[src/rtl/polar_pkg.sv]
// Shared polar-code definitions: default code parameters, encoder state encoding,
// and the info-bit to u-vector mapping that the decoder also uses for bit extraction.
package polar_pkg;

  localparam int MAX_N = 1024;

  localparam int                DEF_N           = 8;
  localparam int                DEF_LOGN        = 3;
  localparam logic [DEF_N-1:0]  DEF_FROZEN_MASK = 8'h17;

  typedef enum logic [1:0] {
    IDLE,
    ENC,
    DONE
  } state_e;

  function automatic int count_frozen(input logic [MAX_N-1:0] mask, input int n);
    int cnt;
    cnt = 0;
    for (int i = 0; i < MAX_N; i++) begin
      if (i < n && mask[i]) cnt++;
    end
    return cnt;
  endfunction

  // info[0] lands on the lowest unfrozen index, info[1] on the next, and so on.
  function automatic logic [MAX_N-1:0] map_info(input logic [MAX_N-1:0] info,
                                                input logic [MAX_N-1:0] mask,
                                                input int               n);
    logic [MAX_N-1:0] u;
    int               k;
    u = '0;
    k = 0;
    for (int i = 0; i < MAX_N; i++) begin
      if (i < n && !mask[i]) begin
        u[i] = info[k];
        k++;
      end
    end
    return u;
  endfunction

endpackage

[src/rtl/polar_encoder_xor_stage.sv]
// One Arikan butterfly stage: for every i with bit s clear, v[i] ^= v[i + 2^s].
// Purely combinational; the encoder reuses this single instance for every stage.
module polar_xor_stage
  import polar_pkg::*;
#(
  parameter int N    = DEF_N,
  parameter int LOGN = DEF_LOGN
) (
  input  logic [N-1:0]    vec_in,
  input  logic [LOGN-1:0] stage,
  output logic [N-1:0]    vec_out
);

  logic [LOGN-1:0][N-1:0] stage_res;

  for (genvar s = 0; s < LOGN; s++) begin : g_stage
    for (genvar i = 0; i < N; i++) begin : g_bit
      if (((i >> s) & 1) == 0) begin : g_upper
        assign stage_res[s][i] = vec_in[i] ^ vec_in[i + (1 << s)];
      end else begin : g_pass
        assign stage_res[s][i] = vec_in[i];
      end
    end
  end

  // NOTE: every always_comb output gets a default first so no path infers a latch.
  always_comb begin
    vec_out = vec_in;
    for (int s = 0; s < LOGN; s++) begin
      if (stage == LOGN'(s)) vec_out = stage_res[s];
    end
  end

endmodule

[src/rtl/polar_encoder.sv]
// Sequential polar encoder: loads info bits around the frozen set, runs LOGN
// butterfly stages one per clock, then holds the codeword on a valid/ready output.
module polar_encoder
  import polar_pkg::*;
#(
  parameter int           N           = DEF_N,
  parameter int           LOGN        = DEF_LOGN,
  parameter logic [N-1:0] FROZEN_MASK = DEF_FROZEN_MASK,
  localparam int          K           = N - count_frozen(MAX_N'(FROZEN_MASK), N)
) (
  input  logic         clk,
  input  logic         rst,
  input  logic         in_valid,
  output logic         in_ready,
  input  logic [K-1:0] info_bits,
  output logic         out_valid,
  input  logic         out_ready,
  output logic [N-1:0] codeword,
  output logic         busy
);

  state_e          state_q, state_d;
  logic [LOGN-1:0] stage_q, stage_d;
  logic [N-1:0]    work_q,  work_d;
  logic [N-1:0]    stage_out;
  logic [N-1:0]    u_load;

  assign u_load = N'(map_info(MAX_N'(info_bits), MAX_N'(FROZEN_MASK), N));

  polar_xor_stage #(
    .N    (N),
    .LOGN (LOGN)
  ) u_xor_stage (
    .vec_in  (work_q),
    .stage   (stage_q),
    .vec_out (stage_out)
  );

  always_comb begin
    state_d = state_q;
    stage_d = stage_q;
    work_d  = work_q;
    unique case (state_q)
      IDLE: begin
        if (in_valid) begin
          work_d  = u_load;
          stage_d = '0;
          state_d = ENC;
        end
      end
      ENC: begin
        work_d  = stage_out;
        stage_d = stage_q + LOGN'(1);
        if (stage_q == LOGN'(LOGN - 1)) state_d = DONE;
      end
      DONE: begin
        if (out_ready) state_d = IDLE;
      end
      default: state_d = IDLE;
    endcase
  end

  // NOTE: the working register is reset too, because codeword must read 0 after reset.
  // NOTE: state uses non-blocking assignments so every flop samples pre-edge values.
  always_ff @(posedge clk) begin
    if (rst) begin
      state_q <= IDLE;
      stage_q <= '0;
      work_q  <= '0;
    end else begin
      state_q <= state_d;
      stage_q <= stage_d;
      work_q  <= work_d;
    end
  end

  assign in_ready  = (state_q == IDLE);
  assign out_valid = (state_q == DONE);
  assign busy      = (state_q != IDLE);
  assign codeword  = work_q;

endmodule

[config.mk]
export PLATFORM = sky130hd
export DESIGN_NAME = polar_encoder
export DESIGN_NICKNAME = d
export VERILOG_FILES = /design/src/rtl/polar_pkg.sv /design/src/rtl/polar_encoder_xor_stage.sv /design/src/rtl/polar_encoder.sv
export SDC_FILE = /design/constraint.sdc
export NUM_CORES = 1
export LEC_CHECK = 0
export CORE_MARGIN = 4
export CORE_UTILIZATION = 52
export CTS_CLUSTER_DIAMETER = 50
export DETAILED_ROUTE_END_ITERATION = 12
export GPL_TIMING_DRIVEN = 0
export HOLD_SLACK_MARGIN = 0.02
export PLACE_DENSITY = 0.83
export SETUP_SLACK_MARGIN = 0.02
export SYNTH_ARGS = -nofsm -noshare
export SYNTH_HDL_FRONTEND = slang
export SYNTH_SLANG_ARGS = --single-unit
[constraint.sdc]
create_clock -name clk -period 4.2 [get_ports clk]
set_input_delay 1.05 -clock clk [delete_from_list [all_inputs] [get_ports clk]]
set_output_delay 1.05 -clock clk [all_outputs]
set_load 0.03 [all_outputs]
==> run_results.csv <==
group,metric,value,unit
outcome,status,"finished clean",
route,drt_iter0_drc,28,
grt,grt_util_all_layers,20.3,%
placed_design,dpl_cell_area,1050,sq um
setup_path,crit_path_max_fanout,7,
yosys,synth.avg_cell_area,8.16,sq um
min_path,min_path_type,"reg2reg",
clocking,root_buffer,"clkbuf_4",
job,drv_cap,0,
yosys,synth-seq-area-share,30.7,%
setup_path,path_cells,"or2_1, inv_2, clkdlybuf4s50_1",
yosys,synthAdderAreaFrac,5.90,%
grt,overflow,0,
yosys,yosysMostFrequentCell,"dfxtp_1",
timing,period_minus_slack,2700,ps
yosys,ys_ff_latch,13,
timing,skew,3.90,ps
grt,antenna_found_initial,0,
setup_path,cp.required,3150,ps
timing,setup_ws,1500,ps
setup_path,reg2reg_to,"codeword[4]$_SDFFE_PP0P_",
power,cellPowerDensity,286,nW/um^2
timing,finalSetupTns,0,ps
clocking,holdBufCountCts,0,
setup_path,cp.arrival,1650,ps
finish,layout.nets,139,
setup_path,cpPeakStageDelay,660,ps
grt,grt_pass1_vias,828,
floorplanning,pin_count,19,
clocking,post_cts_buffers,0,
yosys,synth_top_family_by_area,"simple AND/OR/NAND/NOR gates",
yosys,synth_compound_area_share,26.5,%
route,ant_nets,0,
yosys,synth_edf_count,0,
setup_path,ff2ff_path_depth,8,
route,dr.pass1.iters,4,
route,via_count,875,
setup_path,cp.depth,3,
timing,setup_viol,0,
floorplanning,die-area,2340,sq um
yosys,synth_top_area_share,30.7,%
setup_path,path_buf_inv,2,
placed_design,gp_congestion,0.829,
clocking,cts_inserted_buffers,3,
floorplanning,start_util,55.7,%
setup_path,crit_end,"in_ready",
yosys,netlist.top_cell.by_area,"dfxtp_1",
yosys,synth_cell_types,44,
yosys,synth-simple-area-share,27.9,%
placed_design,portBuffers,18,
power,p_leak,0.381,nW
yosys,synth_area,848,sq um
setup_path,startpoint_type,"register",
setup_path,slowest_stage,"clkdlybuf4s50_1",
floorplanning,die_h,48.4,um
floorplanning,row_count,14,
finish,diodes,0,
setup_path,critPathTopFamily,"buffers and inverters",
placed_design,dp_hpwl,1570,um
clocking,cts_resized,0,
timing,rsz0062_at_grt,"false",
floorplanning,fp.dieW,48.4,um
setup_path,cp-end-kind,"primary output",
clocking,clockBufferDepth,2,
timing,finalCritPeriodShare,64.3,%
finish,n_fill_cell,125,
route,wl,2110,um
timing,fmax,0.370,GHz
grt,grt_max_degree,11,
clocking,cts_max_level,1,
yosys,syn-num-nets,116,
yosys,yosys_warnings,0,
route,via_per_inst,6.16,
clocking,clock_latency,290,ps
yosys,ys.flop_type,"dfxtp_1",
timing,slew_violations,0,
clocking,cts_sinks,13,
route,route.detailed.drc,0,
route,wl_per_cell,14.8,um
yosys,syn-instance-count,104,
grt,grt_pass1_wl,3820,um
clocking,clk_pin_slew_worst_paths,80,ps
power,power.total,0.307,mW
yosys,synth_area_leaders,"dfxtp_1 31%, ha_1 5.9%, a21oi_1 4.7%",
yosys,muxShareOfSynthArea,1.18,%
timing,tightest_slew,692,ps
timing,max_slew_margin,53.7,%
clocking,cts_tree,"done",
finish,layout-drive-gt1-share,5.56,%
timing,hold_violations,0,
finish,syn_to_final_growth,26.7,%
yosys,yosys-top-cells-count,"13 x dfxtp_1, 10 x nor2_1, 8 x a21oi_1",
setup_path,crit_type,"reg2out",
setup_path,r2r-start,"stage_q[0]$_SDFFE_PP0P_",
finish,stdcell_area,1070,sq um
power,vdd_ir_drop_max,0.000187,V
setup_path,crit_start,"state_q[0]$_SDFFE_PP0P_",
yosys,synthXorXnorAreaFrac,2.06,%
placed_design,post-place-ws,1280,ps
yosys,synthArstFlopShare,0,%
setup_path,r2r_slack,2020,ps
floorplanning,core_area,1520,sq um
==> worst min-delay path, stage by stage (launching register included) <==
cell and delay [ps]:
dfxtp_1 330, nand2b_1 70, o22ai_1 50
==> layout make-up <==
type	count	area, sq um	share of cell area [%]
Timing Repair Buffer	18	180	16.8
Buffer	6	30.0	2.79
Inverter	5	18.8	1.75
Sequential cell	13	260	24.2
Clock buffer	4	26.3	2.44
Tap cell	16	20.0	1.86
Multi-Input combinational cell	80	539	50.2
==> registers in the layout, indices dropped and copies added, names as in the netlist <==
signal and cells:
state_q 2, codeword 8, stage_q 3
==> kinds of logic (layout without fill, tap and decap cells) <==
kind of cell	after synthesis	count (layout)
buf+inv	11	33
flops	13	13
xor+xnor	2	2
fa+ha+maj	4	4
simple gates	42	42
mux	1	1
compound gates	31	31
==> worst min path at each step <==
stage / cells after the start / to / from
after detailed placement: 2 / codeword[4]$_SDFFE_PP0P_ / codeword[4]$_SDFFE_PP0P_
after global routing: 2 / codeword[4]$_SDFFE_PP0P_ / codeword[4]$_SDFFE_PP0P_
after global placement: 2 / codeword[4]$_SDFFE_PP0P_ / codeword[4]$_SDFFE_PP0P_
after floorplan: 1 / state_q[0]$_SDFFE_PP0P_ / state_q[0]$_SDFFE_PP0P_
after CTS: 2 / codeword[4]$_SDFFE_PP0P_ / codeword[4]$_SDFFE_PP0P_
final: 2 / codeword[4]$_SDFFE_PP0P_ / codeword[4]$_SDFFE_PP0P_
==> power breakdown <==
group	switching, mW	total [mW]	internal [mW]
clock	0.0444	0.0814	0.0370
sequential	0.00961	0.139	0.130
combinational	0.0471	0.0868	0.0397
total	0.101	0.307	0.206
==> layout by cell type (no fill, tap or decap), drive strengths merged, types with 2 or more instances in the layout <==
cell type      instances
clkbuf                 9
nand2                  5
dfxtp                 13
a21oi                  8
nor3                   6
xnor2                  2
nor2b                  3
nand2b                 6
nor2                  10
or2                    2
ha                     4
clkdlybuf4s50         18
a211oi                 4
or3b                   2
o21ai                  3
inv                    5
==> layer usage <==
metal  vias up  wire length, um  track usage (%)
li1        430                -                -
met1       415              961             27.5
met2        25             1020             29.6
met3         5               81             3.99
met4         0               47             11.1
met5         -                0                0
==> metrics by stage <==
stage	std cells	util, %	hold slack [ps]
after detailed placement	138	68.8	490
after floorplan	104	-	504
final	142	70.5	501
after global placement	138	68.8	494
after CTS	142	70.5	503
after global routing	142	70.5	548
Note: power is estimated with default switching activity, not from simulation.
==> edit 1 (same flow settings) <==
The 3 states of `state_e` get a one-hot encoding in 3 bits.
--- a/src/rtl/polar_pkg.sv
+++ b/src/rtl/polar_pkg.sv
@@ -8,10 +8,10 @@
   localparam int                DEF_LOGN        = 3;
   localparam logic [DEF_N-1:0]  DEF_FROZEN_MASK = 8'h17;
 
-  typedef enum logic [1:0] {
-    IDLE,
-    ENC,
-    DONE
+  typedef enum logic [2:0] {
+    IDLE = 3'b001,
+    ENC  = 3'b010,
+    DONE = 3'b100
   } state_e;
 
   function automatic int count_frozen(input logic [MAX_N-1:0] mask, input int n);
Formal check against the unedited RTL: same outputs for any inputs over 10 cycles, from zero or initial values and one cycle with rst high; not proved beyond that.
==> edit 1 against the original RTL <==
Synthesized cell count grew 13%; design area grew 9.4%; die area grew 7.9%; synthesized area grew 9.4%; utilization shrank 1.7 points; sequential cell count grew 1; total power grew 2.8%; setup slack lost 0.19 ns; wire length grew 7.0%; clock skew shrank 0.00073 ns; critical path depth is the same.
==> edit 1: results (changes against the original RTL) <==
- complete, no violations — status, unchanged
- 0 — cells resized by post-CTS repair, unchanged
- 0.443 nW — leakage power, was 0.381 nW
- 0 — post-CTS setup buffer count, unchanged
- buffers and inverters — crit-path leading delay family, unchanged
- 5.39% — Adder-Cell Fraction of Synth Area, was 5.90%
- 134 — Filler Cell Count, was 125
- 1.84 ns — endpoint arrival time on the critical path, was 1.65 ns
- reg2reg — min-delay worst type, unchanged
- 153 — final net count, was 139
- 32 — Iter 0 DRT Violations, was 28
- 18 — Port Buffers, unchanged
- 11 — maximum number of pins on one net before global-route repair, unchanged
- 2 — buffers from clock root to sink, at most, unchanged
- 9 — maximum fanout along the worst path, was 7
- 30.2% — post-synthesis sequential area ratio, was 30.7%
- 8 — Worst R2R Path Depth, unchanged
- sky130_fd_sc_hd__dfxtp_1 30%, sky130_fd_sc_hd__a21oi_1 6.5%, sky130_fd_sc_hd__nor2_1 5.7% — most area-consuming cells after synthesis, was sky130_fd_sc_hd__dfxtp_1 31%, sky130_fd_sc_hd__ha_1 5.9%, sky130_fd_sc_hd__a21oi_1 4.7%
- 0.00317 ns — setup skew after layout, was 0.00390 ns
- 0.09 ns — clock edge transition at the registers on the reported setup and hold paths
- 20.4% — GRT Total Usage, was 20.3%
- 0 — antenna cells, unchanged
- sky130_fd_sc_hd__clkdlybuf4s50_1 — critical path's slowest cell, unchanged
- 0 — synth warn, unchanged
- 4 — Pre-antenna DRT Iters, unchanged
- 0 — count of antenna-violating nets left after detailed routing, unchanged
- 3 — number of buffers created by CTS, unchanged
- 9.29% — share of cells above drive strength 1, was 5.56%
- 0.77 ns — delay of the slowest cell on the worst path, was 0.66 ns
- 0.000185 V — Peak supply drop, was 0.000187 V
- 3820 µm — wire length of the first global-routing pass, about the same
- 130 — synthesized netlist net count, was 116
- 24.9% — Compound-Gate Fraction of Synth Area, was 26.5%
- 2.83% — post-synthesis xor/xnor area fraction, was 2.06%
- 0.442 ns — worst-margin pin slew, was 0.692 ns
- 1.08% — share of cell area taken by muxes after synthesis, was 1.18%
- 14 x sky130_fd_sc_hd__dfxtp_1, 14 x sky130_fd_sc_hd__nor2_1, 12 x sky130_fd_sc_hd__a21oi_1, 12 x sky130_fd_sc_hd__nand2_1 — Post-synth top cells, was 13 x sky130_fd_sc_hd__dfxtp_1, 10 x sky130_fd_sc_hd__nor2_1, 8 x sky130_fd_sc_hd__a21oi_1, 6 x sky130_fd_sc_hd__nand2b_1, 6 x sky130_fd_sc_hd__nor3_1
- 0.862 — weighted congestion at the end of routability-driven global placement, was 0.829
- 1 — level count of the clock H-tree, unchanged
- 42 — count of different cell masters after synthesis, was 44
- 0 — initial antenna violation count, unchanged
- 0% — share of synthesized registers carrying an async set or reset, unchanged
- 0 — count of flip-flops with a built-in enable after synthesis, unchanged
- 920 — via count, was 875
- 869 — number of global-route vias before repair, was 828
- 1710 µm — final HPWL from detailed placement, was 1570 µm
- sky130_fd_sc_hd__dfxtp_1 — Primary FF master, synth, unchanged
- 13.7 µm — routed wire length per instance, was 14.8 µm
- 8 — flip-flop count of the largest register after layout, unchanged
- 2 — worst hold path depth, unchanged
## edit 1: area by class of cell
type	instances	area, µm²	area share, %
Inverter	6	22.5	1.91
Clock buffer	4	36.3	3.09
Multi-Input combinational cell	92	583	49.6
Sequential cell	14	280	23.8
Buffer	6	42.5	3.62
Tap cell	25	31.3	2.66
Timing Repair Buffer	18	180	15.3
## edit 1: cells by family after synthesis
| kind of cell | count (synthesis) |
|---|---|
| DFF | 14 |
| AOI/OAI and AO/OA | 35 |
| xor gates and xnor gates | 3 |
| adders and majority gates | 4 |
| and+or+nand+nor | 49 |
| muxes | 1 |
| buffers and inverters | 12 |
## edit 1: worst reg2reg max path, cell delays in order (launching register included)
cell                      delay, ns
sky130_fd_sc_hd__dfxtp_1       0.42
sky130_fd_sc_hd__inv_1         0.09
sky130_fd_sc_hd__ha_1          0.20
sky130_fd_sc_hd__buf_4         0.16
sky130_fd_sc_hd__or3b_4        0.39
sky130_fd_sc_hd__a21oi_4       0.18
sky130_fd_sc_hd__nand2_2       0.06
sky130_fd_sc_hd__or4_1         0.46
sky130_fd_sc_hd__a21oi_1       0.13
## edit 1: metal layers
metal  GRT usage [%]  vias up  wire length [µm]
met5               0        -                 0
met2            33.7       22              1120
met3            3.86        8                84
met1            23.5      428               977
met4            13.8        0                73
li1                -      462                 -
## edit 1: report_power, final
| group | total, mW | switching (mW) | internal, mW |
|---|---|---|---|
| sequential | 0.144 | 0.00664 | 0.138 |
| clock | 0.0999 | 0.0471 | 0.0528 |
| combinational | 0.0717 | 0.0393 | 0.0324 |
## edit 1: path summary, 6_finish.rpt
path	start	end	slack, ns
worst max register to register	stage_q[0]	codeword[4]	2.06
worst min register to register	codeword[4]	codeword[4]	0.52
worst max-delay path	state_q[0]	in_ready	1.31
worst min-delay path	codeword[4]	codeword[4]	0.52
## edit 1: through the flow
step,cell area [µm²],cells,worst slack (ns)
floorplan,928,118,1.50
global placement,1140,161,1.58
detailed placement,1140,161,1.59
CTS,1180,165,1.29
global route,1180,165,1.22
finish,1180,165,1.31
==> edit 2 (same flow settings) <==
Made on the original files. Set the package constant `DEF_N` to 16 (it was 8).
--- a/src/rtl/polar_pkg.sv
+++ b/src/rtl/polar_pkg.sv
@@ -4,7 +4,7 @@
 
   localparam int MAX_N = 1024;
 
-  localparam int                DEF_N           = 8;
+  localparam int                DEF_N           = 16;
   localparam int                DEF_LOGN        = 3;
   localparam logic [DEF_N-1:0]  DEF_FROZEN_MASK = 8'h17;
 
Interface: changed (resized codeword and info_bits); port bits go from 19 to 35. No check against the original RTL was run, so the function may have changed too.
==> edit 2 against the original RTL <==
Synthesized area grew 61%; clock skew is 0.0039 ns higher; global-route usage grew 4.3 points; total power rose by 61%; design area up 65%; worst hold slack gained 0.00076 ns; critical path depth stayed put; wire length rose by 88%; sequential cell count grew 8; setup slack worse by 0.23 ns; count of clock-buffer cells in the layout is the same; sequential power grew 65%.
==> edit 2: results (changes against the original RTL) <==
- 234 — number of placed instances, taps included, was 138
- 2940 µm — final HPWL from detailed placement, was 1570 µm
- 8.04 µm² — synthesized area per cell, was 8.16 µm²
- 1.88 ns — endpoint arrival time on the critical path, was 1.65 ns
- 30.8% — post-synthesis sequential area ratio, was 30.7%
- 207 — Filler Cell Count, was 125
- 0.32 ns — later-pin clock latency in the skew report, was 0.29 ns
- 1740 µm² — DP Area, was 1050 µm²
- 238 — final non-filler cell total, was 142
- 1.40 ns — minimum setup slack after placement, was 1.28 ns
- 6580 µm — wire length of the first global-routing pass, was 3820 µm
- 5.66% — global-route track usage on met3, was 3.99%
- 420 µm² — FF/Latch Area, was 260 µm²
- 0.75 ns — delay of the slowest cell on the worst path, was 0.66 ns
- 24.6% — GRT Total Usage, was 20.3%
- 21 x sky130_fd_sc_hd__dfxtp_1, 17 x sky130_fd_sc_hd__nand2_1, 16 x sky130_fd_sc_hd__a21oi_1, 15 x sky130_fd_sc_hd__nor2_1, 9 x sky130_fd_sc_hd__o21ai_0 — Post-synth top cells, was 13 x sky130_fd_sc_hd__dfxtp_1, 10 x sky130_fd_sc_hd__nor2_1, 8 x sky130_fd_sc_hd__a21oi_1, 6 x sky130_fd_sc_hd__nand2b_1, 6 x sky130_fd_sc_hd__nor3_1
- 1,449 — via count, was 875
- 9.62% — share of cells above drive strength 1, was 5.56%
- complete, no violations — status, unchanged
- 190 — synthesized netlist net count, was 116
- 10 — maximum fanout along the worst path, was 7
- 30.8% — met1 GRT Util, was 27.5%
- 3960 µm — DRT Wirelength, was 2110 µm
- 34 — Port Buffers, was 18
- 12 — maximum number of pins on one net before global-route repair, was 11
- 84 — Iter 0 DRT Violations, was 28
- 39.9% — routing usage on met2, was 29.6%
- 0.12 ns — clock edge transition at the registers on the reported setup and hold paths, was 0.08 ns
- 49 — count of different cell masters after synthesis, was 44
- sky130_fd_sc_hd__dfxtp_1 31%, sky130_fd_sc_hd__a21oi_1 5.9%, sky130_fd_sc_hd__nand2_1 4.7% — most area-consuming cells after synthesis, was sky130_fd_sc_hd__dfxtp_1 31%, sky130_fd_sc_hd__ha_1 5.9%, sky130_fd_sc_hd__a21oi_1 4.7%
edit 2: worst paths after layout:
kind	start	to	slack, ns	cells past startpoint
max	state_q[0]	in_ready	1.27	3
min reg2reg	codeword[0]	codeword[0]	0.50	2
max reg2reg	stage_q[0]	codeword[0]	2.22	7
min	codeword[0]	codeword[0]	0.50	2
edit 2: worst reg2reg max path: stages (launching register included):
cell and delay [ns]:
sky130_fd_sc_hd__dfxtp_1 0.41, sky130_fd_sc_hd__inv_1 0.10, sky130_fd_sc_hd__ha_1 0.23, sky130_fd_sc_hd__buf_2 0.18, sky130_fd_sc_hd__o21ai_0 0.36, sky130_fd_sc_hd__a22oi_1 0.18
sky130_fd_sc_hd__or3_1 0.33, sky130_fd_sc_hd__a21oi_1 0.14
edit 2: cell families after synthesis:
logic type | count (synthesis) | synth area share (%)
adder cells (fa/ha/maj) | 4 | 3.66
AND/OR/NAND/NOR | 69 | 26.1
buffers and inverters | 15 | 6.59
flip-flops | 21 | 30.8
XOR/XNOR | 5 | 3.21
multiplexers | 2 | 1.47
AO/OA/AOI/OAI | 54 | 28.2
edit 2: per-layer routing:
| metal | share of wire [%] | up-vias |
|---|---|---|
| met1 | 42 | 680 |
| met5 | 0 | - |
| li1 | - | 689 |
| met2 | 48 | 68 |
| met3 | 7.1 | 12 |
| met4 | 2.4 | 0 |
edit 2: power by group:
group	switching, mW	leakage, nW	internal, mW
combinational	0.0892	0.451	0.0723
clock	0.0661	0.0150	0.0372
sequential	0.0180	0.172	0.211
total	0.173	0.638	0.321
edit 2: cell type report:
type / count / share of cell area, %
clock buffer: 4 / 1.48
multi-input combinational: 134 / 48.3
inverter: 6 / 1.27
sequential: 21 / 23.7
timing repair buffer: 34 / 19.2
tap: 30 / 2.12
buffer: 9 / 3.82
